**src/rtl/run3_pkg.sv**
```systemverilog
// Shared types and defaults for the run-of-three nibble scanner.
package run3_pkg;

    localparam int NIBBLES_DEFAULT = 4;

    typedef enum logic [1:0] {
        IDLE = 2'd0,
        SCAN = 2'd1,
        DONE = 2'd2
    } state_t;

endpackage

```
**src/rtl/run3_nib.sv**
```systemverilog
// Flags a nibble that holds three or more equal adjacent bits.
module run3_nib (
    input  logic [3:0] nib,
    output logic       hit
);

    // A 4-bit run satisfies both terms, so it still yields a single hit.
    assign hit = ((nib[0] == nib[1]) && (nib[1] == nib[2])) ||
                 ((nib[1] == nib[2]) && (nib[2] == nib[3]));

endmodule

```
**src/rtl/run3_scan_ctrl.sv**
```systemverilog
// Accepts a word, scans one nibble per cycle for runs of three equal bits,
// then holds the hit count and the first hit index until the consumer takes them.
module run3_scan_ctrl
    import run3_pkg::*;
#(
    parameter int NIBBLES = NIBBLES_DEFAULT
) (
    input  logic                         clk,
    input  logic                         rst_n,
    input  logic                         in_valid,
    output logic                         in_ready,
    input  logic [4*NIBBLES-1:0]         in_data,
    output logic                         out_valid,
    input  logic                         out_ready,
    output logic [$clog2(NIBBLES+1)-1:0] hit_cnt,
    output logic                         hit_any,
    output logic [$clog2(NIBBLES)-1:0]   first_idx,
    output logic                         busy
);

    localparam int W  = 4 * NIBBLES;
    localparam int CW = $clog2(NIBBLES + 1);
    localparam int IW = $clog2(NIBBLES);
    localparam logic [IW-1:0] LAST_IDX = IW'(NIBBLES - 1);

    state_t        state_reg, state_next;
    logic [IW-1:0] idx_reg, idx_next;
    logic [W-1:0]  word_reg, word_next;
    logic [CW-1:0] hit_cnt_reg, hit_cnt_next;
    logic [IW-1:0] first_idx_reg, first_idx_next;

    logic [3:0]    nib_arr [NIBBLES];
    logic [3:0]    cur_nib;
    logic          nib_hit;

    for (genvar gi = 0; gi < NIBBLES; gi++) begin : g_nib
        assign nib_arr[gi] = word_reg[4*gi +: 4];
    end

    assign cur_nib = nib_arr[idx_reg];

    run3_nib u_nib (
        .nib (cur_nib),
        .hit (nib_hit)
    );

    always_ff @(posedge clk or negedge rst_n) begin
        if (!rst_n) begin
            state_reg     <= IDLE;
            idx_reg       <= '0;
            word_reg      <= '0;
            hit_cnt_reg   <= '0;
            first_idx_reg <= '0;
        end else begin
            state_reg     <= state_next;
            idx_reg       <= idx_next;
            word_reg      <= word_next;
            hit_cnt_reg   <= hit_cnt_next;
            first_idx_reg <= first_idx_next;
        end
    end

    always_comb begin
        state_next     = state_reg;
        idx_next       = idx_reg;
        word_next      = word_reg;
        hit_cnt_next   = hit_cnt_reg;
        first_idx_next = first_idx_reg;
        in_ready       = 1'b0;
        out_valid      = 1'b0;
        busy           = 1'b0;

        case (state_reg)
            IDLE: begin
                in_ready = 1'b1;
                if (in_valid) begin
                    word_next      = in_data;
                    idx_next       = '0;
                    hit_cnt_next   = '0;
                    first_idx_next = '0;
                    state_next     = SCAN;
                end
            end
            SCAN: begin
                busy = 1'b1;
                if (nib_hit) begin
                    hit_cnt_next = hit_cnt_reg + CW'(1);
                    // An empty count means this is the word's first hit.
                    if (hit_cnt_reg == '0) begin
                        first_idx_next = idx_reg;
                    end
                end
                if (idx_reg == LAST_IDX) begin
                    idx_next   = '0;
                    state_next = DONE;
                end else begin
                    idx_next = idx_reg + IW'(1);
                end
            end
            DONE: begin
                busy      = 1'b1;
                out_valid = 1'b1;
                if (out_ready) begin
                    state_next = IDLE;
                end
            end
            default: begin
                state_next = IDLE;
            end
        endcase
    end

    assign hit_cnt   = hit_cnt_reg;
    assign hit_any   = (hit_cnt_reg != '0);
    assign first_idx = first_idx_reg;

endmodule

```
**config.mk**
```make
export PLATFORM = sky130hd
export DESIGN_NAME = run3_scan_ctrl
export DESIGN_NICKNAME = d
export VERILOG_FILES = /design/src/rtl/run3_pkg.sv /design/src/rtl/run3_nib.sv /design/src/rtl/run3_scan_ctrl.sv
export SDC_FILE = /design/constraint.sdc
export NUM_CORES = 1
export LEC_CHECK = 0
export CORE_MARGIN = 10
export CORE_UTILIZATION = 40
export CTS_CLUSTER_DIAMETER = 30
export DETAILED_ROUTE_END_ITERATION = 10
export PLACE_DENSITY = 0.66
export RECOVER_POWER = 25
export SKIP_CTS_REPAIR_TIMING = 1
export SYNTH_ARGS = -nofsm -noshare
export SYNTH_HDL_FRONTEND = slang
export SYNTH_SLANG_ARGS = --single-unit
```
**constraint.sdc**
```tcl
create_clock -name clk -period 2.35 [get_ports clk]
set_clock_uncertainty 0.05 [all_clocks]
set_input_delay 0.5875 -clock clk [delete_from_list [all_inputs] [get_ports clk]]
set_output_delay 0.5875 -clock clk [all_outputs]
set_load 0.02 [all_outputs]
```
======== After elaboration in Yosys (flattened, before gate mapping) ========
Index checks and enable logic that the tools add are counted.
Widths: inputs -> output; s select.
word-level totals
  register bits ........................... 25
  bits in latches ......................... 0
  bits in writable memories ............... 0
  ROM bits ................................ 0
  input bits .............................. 20
  logic and storage cells ................. 52
  memories kept ........................... 0
operators by class
  $add $sub $neg .......................... 2
  $mul .................................... 0
  div/mod/pow operators ................... 0
  $lt $le $gt $ge ......................... 1
  equality and inequality tests ........... 11
  shift-type cells ........................ 0
  multiplexer cells ....................... 19
  bitwise logic cells ..................... 1
  reductions and logical operators ........ 13
operators by type and width
  kind                 number
  $mux 2               7
  $ne 2x2->1 const B   5
  $bmux 4 s2           1
  $mux 4               2
  $pmux 2 s2           2
  $mux 3               2
  $pmux 2 s3           1
  $pmux 3 s2           1
  $reduce_and 3->1     2
  $eq 2x2->1 const B   2
  $reduce_and 2->1     2
  $reduce_and 4->1     1
  $add 3x1->3 const B  1
  $eq 1x1->1           3
  $ge 3x3->1 const B   1
  $logic_not 3->1      1
  $mux 1               3
  $not 2->3            1
  $reduce_bool 3->1    1
  $add 2x1->2 const B  1
  $eq 2x1->1 const B   1
  $logic_and 1x1->1    2
  $logic_not 2->1      1
  $reduce_bool 2->1    1
  other kinds (2)      2

======== Logic depth before layout (Yosys ltp) ========
Gate-level depths: netlist of run 1.
  depth in word-level cells ............... 9
  mapped depth ............................ 8
  depth with buffers taken out ............ 7

======== Modules after synthesis ========
Synthesis of run 1 repeated with hierarchy kept, for this count alone.
second synthesis, totals
  cell total of the unflattened synthesis .. 100
  area, all modules ....................... 1288.7 µm²
by module, submodules not included
  module          times used  cells each  area each (µm²)  sequential area each (µm²)
  run3_scan_ctrl  1           97          1268.7           625.6
  run3_nib        1           3           20.0             0.0

======== Worst setup path before layout of run 1 ========
No wires, ideal clock.
  path type ............................... register to register
  start point ............................. register state_reg[0]
  end point ............................... register word_reg[0]
  setup time .............................. 0.125 ns
  data arrival time ....................... 1.688 ns
  setup slack ............................. 0.487 ns
  stages on the path, launching flop included .. 6
  path buffers ............................ 1
  path through ............................ dfrtp_1 inv_1 ha_1 nand2_1 clkbuf_1 mux2_2
between the ends
  cells in the longest elaborated chain, start to end .. 2
ends and longest elaborated chain
  what                               line                  text
  start, declared                    run3_scan_ctrl.sv:26  state_t state_reg, state_next;
  start signal, assigned             run3_scan_ctrl.sv:55  state_reg <= state_next;
  $logic_not 2->1                    run3_scan_ctrl.sv:73  case (state_reg)
  $reduce_and 2->1 (no source line)  --
  end signal, assigned               run3_scan_ctrl.sv:57  word_reg <= word_next;
  end, declared                      run3_scan_ctrl.sv:28  logic [W-1:0] word_reg, word_next;
Every way passes these cells.
A chain may end at the register's enable or synchronous reset.

======== Worst setup path after layout of run 1 ========
  start point ............................. register state_reg[0]
  end point ............................... output port out_valid
between the ends
  cells in the longest elaborated chain, start to end .. 2
ends and longest elaborated chain
  what           line                  text
  $eq 2x2->1     run3_scan_ctrl.sv:73
  $mux 1         run3_scan_ctrl.sv:73
  end, declared  run3_scan_ctrl.sv:13  output logic out_valid,
Every way passes these cells.

==> results of run 1 <==
## path summary, 6_finish.rpt
kind / slack (ns) / from / endpoint / cells after the start
max in group asynchronous: 0.40 / rst_n / idx_reg[1] / 2
min in group asynchronous: 1.04 / rst_n / hit_cnt[1] / 2
setup / recovery: 0.11 / state_reg[0] / out_valid / 3
hold reg to reg: 0.47 / state_reg[1] / state_reg[1] / 2
hold / removal: 0.47 / state_reg[1] / state_reg[1] / 2
setup reg to reg: 0.26 / idx_reg[0] / hit_cnt[0] / 5
## layer usage
metal | share of wire, % | vias to the layer above
met1 | 45 | 431
li1 | - | 425
met3 | 5.7 | 6
met4 | 2.0 | 0
met2 | 47 | 26
met5 | 0 | -
## worst register-to-register path: stages, from the launching register on
cell     delay, ns
dfrtp_1       0.57
mux4_2        0.57
a211o_1       0.34
nand2_2       0.15
mux2i_1       0.21
o22ai_1       0.11
## synth_stat cells, drive strengths merged (2+ instances only)
cell / instances
a21oi: 4
a32o: 2
clkbuf: 2
dfrtp: 25
ha: 6
inv: 8
mux2: 16
mux4: 4
nand2: 13
nand2b: 2
nor2: 3
nor3: 2
o211ai: 3
o21ai: 2
## power groups by stage
stage | Sequential, mW | Combinational [mW] | Clock [mW]
floorplan | 0.741 | 0.758 | 0
global placement | 0.766 | 1.00 | 0
detailed placement | 0.779 | 1.05 | 0
CTS | 0.768 | 1.05 | 0.204
global route | 0.795 | 1.13 | 0.223
finish | 0.765 | 1.02 | 0.194
## area by class of cell
cell class / instances / area [um^2] / area share, %
Sequential cell: 25 / 625.6 / 38.79
Timing Repair Buffer: 30 / 299.0 / 18.54
Inverter: 8 / 30.03 / 1.862
Tap cell: 44 / 55.05 / 3.413
Clock buffer: 3 / 22.52 / 1.396
Clock inverter: 1 / 5.005 / 0.3103
Multi-Input combinational cell: 65 / 575.6 / 35.69
## kinds of logic (layout without fill, tap and decap cells)
group | Yosys count | after routing | synth area share (%)
fa+ha+maj | 6 | 6 | 6.006
compound gates | 17 | 17 | 10.01
flops | 25 | 25 | 50.05
simple gates | 21 | 21 | 7.307
buf+inv | 11 | 42 | 3.904
mux | 21 | 21 | 22.72
## metrics by stage
step / setup TNS, ns / setup slack, ns
finish: 0 / 0.1100
global route: 0 / 0.03899
CTS: -0.1442 / -0.1245
floorplan: 0 / 0.4873
global placement: 0 / 0.2944
detailed placement: 0 / 0.2563
==> summary.txt, run 1 <==
STA
  – Setup violators final: 0
  – RSZ-0062 raised after global routing: no
  – Max transition margin: 9.260%
  – Final worst path period need: 2.240 ns
  – Fin. Hold Viols: 0
  – Hold_ws: 0.4727 ns
  – Period utilization: between 90% and 100%
  – Max Freq: between 400 and 500 MHz
  – Worst-Margin Slew: 1.361 ns
  – Fin. max-slew vios: 0

Power
  – Maximum VDD drop: 488.0 uV
  – Pwr Total: just under 2 mW
  – Leak pwr: 0.7154 nW
  – Share of power burned in combinational logic: 51.6%
  – Internal: 1.206 mW
  – Psw: 774.4 uW
  – Clock network power share: 9.8%
  – Net Sw Frac: 39.11%
  – Sequential power share: 38.6%
  – Power Density: between 1000 and 1500 mW/mm^2

Die
  – IO Count: 29
  – Die Wd: 75.90 um
  – Starting Density: 41.28%
  – Row Count: 20
  – Die Area: 0.005761 mm^2
  – Core area: 0.003028 mm^2
  – DIE HEIGHT: around 76 um

GRT
  – Initial antenna violation count: 0
  – GR Overflow Total: 0
  – First-pass GRT wire length: 4595 um
  – GRT met3 Usage: 3.066%
  – Grt met2 use: roughly 15%
  – Largest net degree at the start of global routing: 26
  – Met1 usage: 10.86%
  – GRT Total Usage: a little under a tenth
  – Vias in the first global route: 995
  – GRT busiest layer: met2

Logic synthesis
  – Post-synth EDFFs: 0
  – Synth top area cells: dfrtp_1, mux2_2, ha_1
  – Synth cell types: 26
  – Synth Flop Type: dfrtp_1
  – Syn_nets: 127
  – Leading area contributor after synthesis: dfrtp_1
  – Register area share after synthesis: 50.05%
  – Yosys top cell area share: approximately 50%
  – Asr flop ratio synth: 100.0%
  – Synth Warn #: 0
  – Number of synthesized register bits: 25
  – Mapped Area: 0.001250 mm^2
  – Synth Instances: 101
  – Mean area per synthesized cell: 12.38 um^2

Final layout
  – Antenna cells: 0
  – Share of cells above drive strength 1: 19.70%
  – Fill cells: 278
  – Final net count: between 150 and 200
  – Post-layout util: a little over half
  – Most frequent cells in the layout: dfrtp_1, clkdlybuf4s50_1, mux2_2, nand2_1, inv_1
  – Final non-filler cell total: 176
  – Most common cell after layout, fill and taps aside: dfrtp_1
  – Final std cell area, no fill: 0.001613 mm^2
  – Max reg flops: 16
  – P&R area growth vs syn: 29.03%

Run status
  – Status: finished clean

Min path
  – Hold WC Path Type: reg -> reg

Placement
  – Buffers on Ports: 28
  – GPL Wtd Cong: 0.7607
  – Placed Instance Area: 0.001582 mm^2
  – Hpwl dp: 2048 um
  – Dpl cells: 172

Clocking
  – CTS clk-pin slew, worst paths: 0.13 ns
  – TritonCTS Buffers: 3
  – Clock root cell: clkbuf_4
  – CTS tree: yes
  – Clk sink count: 25
  – Max clock buf depth: 2
  – Htree depth: 1
  – Clock latency on the worst-skew pair: 0.31 ns

Route
  – DR vias: 888
  – Drc violations: 0
  – Remaining antenna violation count: 0
  – DRT Wirelength: about 2600 um
  – Vias per cell: 5.045
  – Iteration-0 DRC Markers: 68
  – Drt wl/cell: between 10 and 15 um
  – DRT Pass-1 Iters: 3

Setup path
  – Crit path required time: ~1.7 ns
  – Crit path max-delay family: buffers and inverters
  – Worst Path Class, Setup: reg -> out
  – Startpoint Class: flip-flop
  – Max incr delay on CP: between 0.6 and 0.7 ns
  – Crit path buf inv count: 2
  – CP max stage cell: clkdlybuf4s50_1
  – Crit. End Element: output pin
  – CP arrival: 1.60 ns
  – CP Max Fanout: 3
  – CP Cell Sequence: inv_1, ha_1, clkdlybuf4s50_1

Flow run
  – MaxCap Viol Count: 0
Note: power is estimated with default switching activity, not from simulation.
==> inputs of run 2 (changes only) <==
--- a/config.mk
+++ b/config.mk
@@ -9,7 +9,7 @@
 export CORE_UTILIZATION = 40
 export CTS_CLUSTER_DIAMETER = 30
 export DETAILED_ROUTE_END_ITERATION = 10
-export PLACE_DENSITY = 0.66
+export PLACE_DENSITY = 0.67
 export RECOVER_POWER = 25
 export SKIP_CTS_REPAIR_TIMING = 1
 export SYNTH_ARGS = -nofsm -noshare
==> summary.txt, run 2 (same netlist as run 1, synthesis figures left out) <==
Route
  – DRT Wirelength: 2436 um
  – DRT Pass-1 Iters: 3
  – Wl on met1: 1142 um
  – Top Metal Used: met4
  – Vias per cell: 4.932
  – Met3 Wirelength: 130 um
  – DR vias: 868
  – Remaining antenna violation count: 0
  – Drt wl/cell: between 10 and 15 um
  – Drc violations: 0
  – Iteration-0 DRC Markers: 50
  – Met2 wire len: around 1200 um

Final layout
  – Share of cells above drive strength 1: 18.94%
  – Final net count: 159
  – Post-layout util: approximately 53%
  – P&R area growth vs syn: 28.93%
  – Footprint of the multi-input gates: 575.6 um^2
  – Max reg flops: 16
  – FF/Latch Area: 625.6 um^2
  – Most common cell after layout, fill and taps aside: dfrtp_1
  – Fill cells: 273
  – Antenna cells: 0
  – Most frequent cells in the layout: dfrtp_1, clkdlybuf4s50_1, mux2_2, nand2_1, inv_1

Setup path
  – Crit path max-delay family: buffers and inverters
  – Crit path buf inv count: 2
  – R2r startpoint: idx_reg[0]
  – FF-to-FF setup slack: 0.28 ns
  – Worst Path Class, Setup: reg -> out
  – Crit. End Element: output pin
  – Crit path required time: 1.71 ns
  – Startpoint Class: flip-flop
  – CP arrival: 1.58 ns
  – CP Cell Sequence: inv_1, ha_1, clkdlybuf4s50_1
  – CP Max Fanout: 3
  – CP max stage cell: clkdlybuf4s50_1
  – Max incr delay on CP: around 0.61 ns
  – Worst R2R Path Depth: 5
  – RR Endpoint: hit_cnt[0]

Min path
  – Worst Hold Path EP: word_reg[5]
  – Hold Path Stages: 1
  – Hold path startpoint: word_reg[5]
  – Hold WC Path Type: reg -> reg

STA
  – Setup violators final: 0
  – Fin. max-slew vios: 0
  – Final worst path period need: 2.219 ns
  – Max Freq: between 400 and 500 MHz
  – Max transition margin: 11.07%
  – RSZ-0062 raised after global routing: no
  – Worst-Margin Slew: 1.334 ns
  – Hold_ws: 0.4666 ns
  – Fin. Hold Viols: 0
  – Period utilization: 94.44%

Clocking
  – CTS tree: yes
  – Clk sink count: 25
  – TritonCTS Buffers: 3
  – CTS clk-pin slew, worst paths: 0.13 ns
  – Clock latency on the worst-skew pair: 0.31 ns
  – Max clock buf depth: 2
  – Htree depth: 1
  – Clock root cell: clkbuf_4

Die
  – IO Count: 29
  – Die Wd: 75.90 um
  – Starting Density: 41.28%
  – Row Count: 20
  – Core area: between 0.003 and 0.004 mm^2
  – DIE HEIGHT: 75.90 um
  – Die Area: 0.005761 mm^2

GRT
  – GRT Total Usage: 8.368%
  – Initial antenna violation count: 0
  – GR Overflow Total: 0
  – Largest net degree at the start of global routing: 26
  – First-pass GRT wire length: 4146 um
  – Vias in the first global route: 955

Placement
  – Hpwl dp: 1938 um
  – GPL Wtd Cong: ~0.75
  – Buffers on Ports: 28

Power
  – Sequential power share: 38.8%
  – Leak pwr: 0.7127 nW
  – Clock network power share: around a tenth
  – Maximum VDD drop: 530.8 uV
  – Share of power burned in combinational logic: between 50% and 60%
  – Psw: ~750 uW
  – Internal: 1.207 mW
  – Net Sw Frac: between 30% and 40%
  – Power Density: 1215 mW/mm^2

Run status
  – Status: finished clean

Flow run
  – MaxCap Viol Count: 0
## run 2: cell types whose count changed in the layout (fill, tap and decap cells not counted)
cell	delta
clkinv_2	-1
clkbuf_1	+1
## run 2: power by group through the flow
stage | sequential (mW) | combinational (mW) | clock (mW)
after global placement | 0.766 | 1.00 | 0
after floorplan | 0.741 | 0.758 | 0
after CTS | 0.764 | 1.04 | 0.193
after detailed placement | 0.776 | 1.04 | 0
after global routing | 0.789 | 1.13 | 0.206
final | 0.759 | 1.01 | 0.184
## run 2: worst reg2reg max path, delay by kind of cell (launching register included)
kind               cells  cell delay (ns)
AOI/OAI and AO/OA      2             0.36
DFF                    1             0.56
muxes                  2             0.84
and+or+nand+nor        1             0.15
## run 2: worst max path at each step
stage | endpoint | cells past startpoint | from | slack, ns
floorplan | word_reg[0] | 5 | state_reg[0] | 0.49
global placement | hit_any | 4 | hit_cnt[0] | 0.30
detailed placement | hit_any | 4 | hit_cnt[0] | 0.26
CTS | hit_any | 4 | hit_cnt[0] | -0.10
global route | out_valid | 3 | state_reg[0] | 0.06
finish | out_valid | 3 | state_reg[0] | 0.13
## run 2: metal layers
metal  vias to the layer above  track usage (%)
li1                        426                -
met1                       419            9.186
met2                        21            14.71
met3                         2            3.184
met4                         0            2.083
met5                         -                0
## run 2: layout make-up
cell class                      count  area share (%)
Timing Repair Buffer               30           18.56
Tap cell                           44           3.416
Clock buffer                        4           1.630
Multi-Input combinational cell     65           35.71
Sequential cell                    25           38.82
Inverter                            8           1.863
## run 2: per-stage QoR
step,worst slack [ns],power (mW),TNS [ns],area [um^2],std cells
after floorplan,0.4873,1.499,0,1250,101
after global routing,0.05916,2.126,0,1612,176
final,0.1307,1.958,0,1612,176
after global placement,0.3016,1.768,0,1582,172
after detailed placement,0.2555,1.813,0,1582,172
after CTS,-0.1009,1.995,-0.1169,1608,176
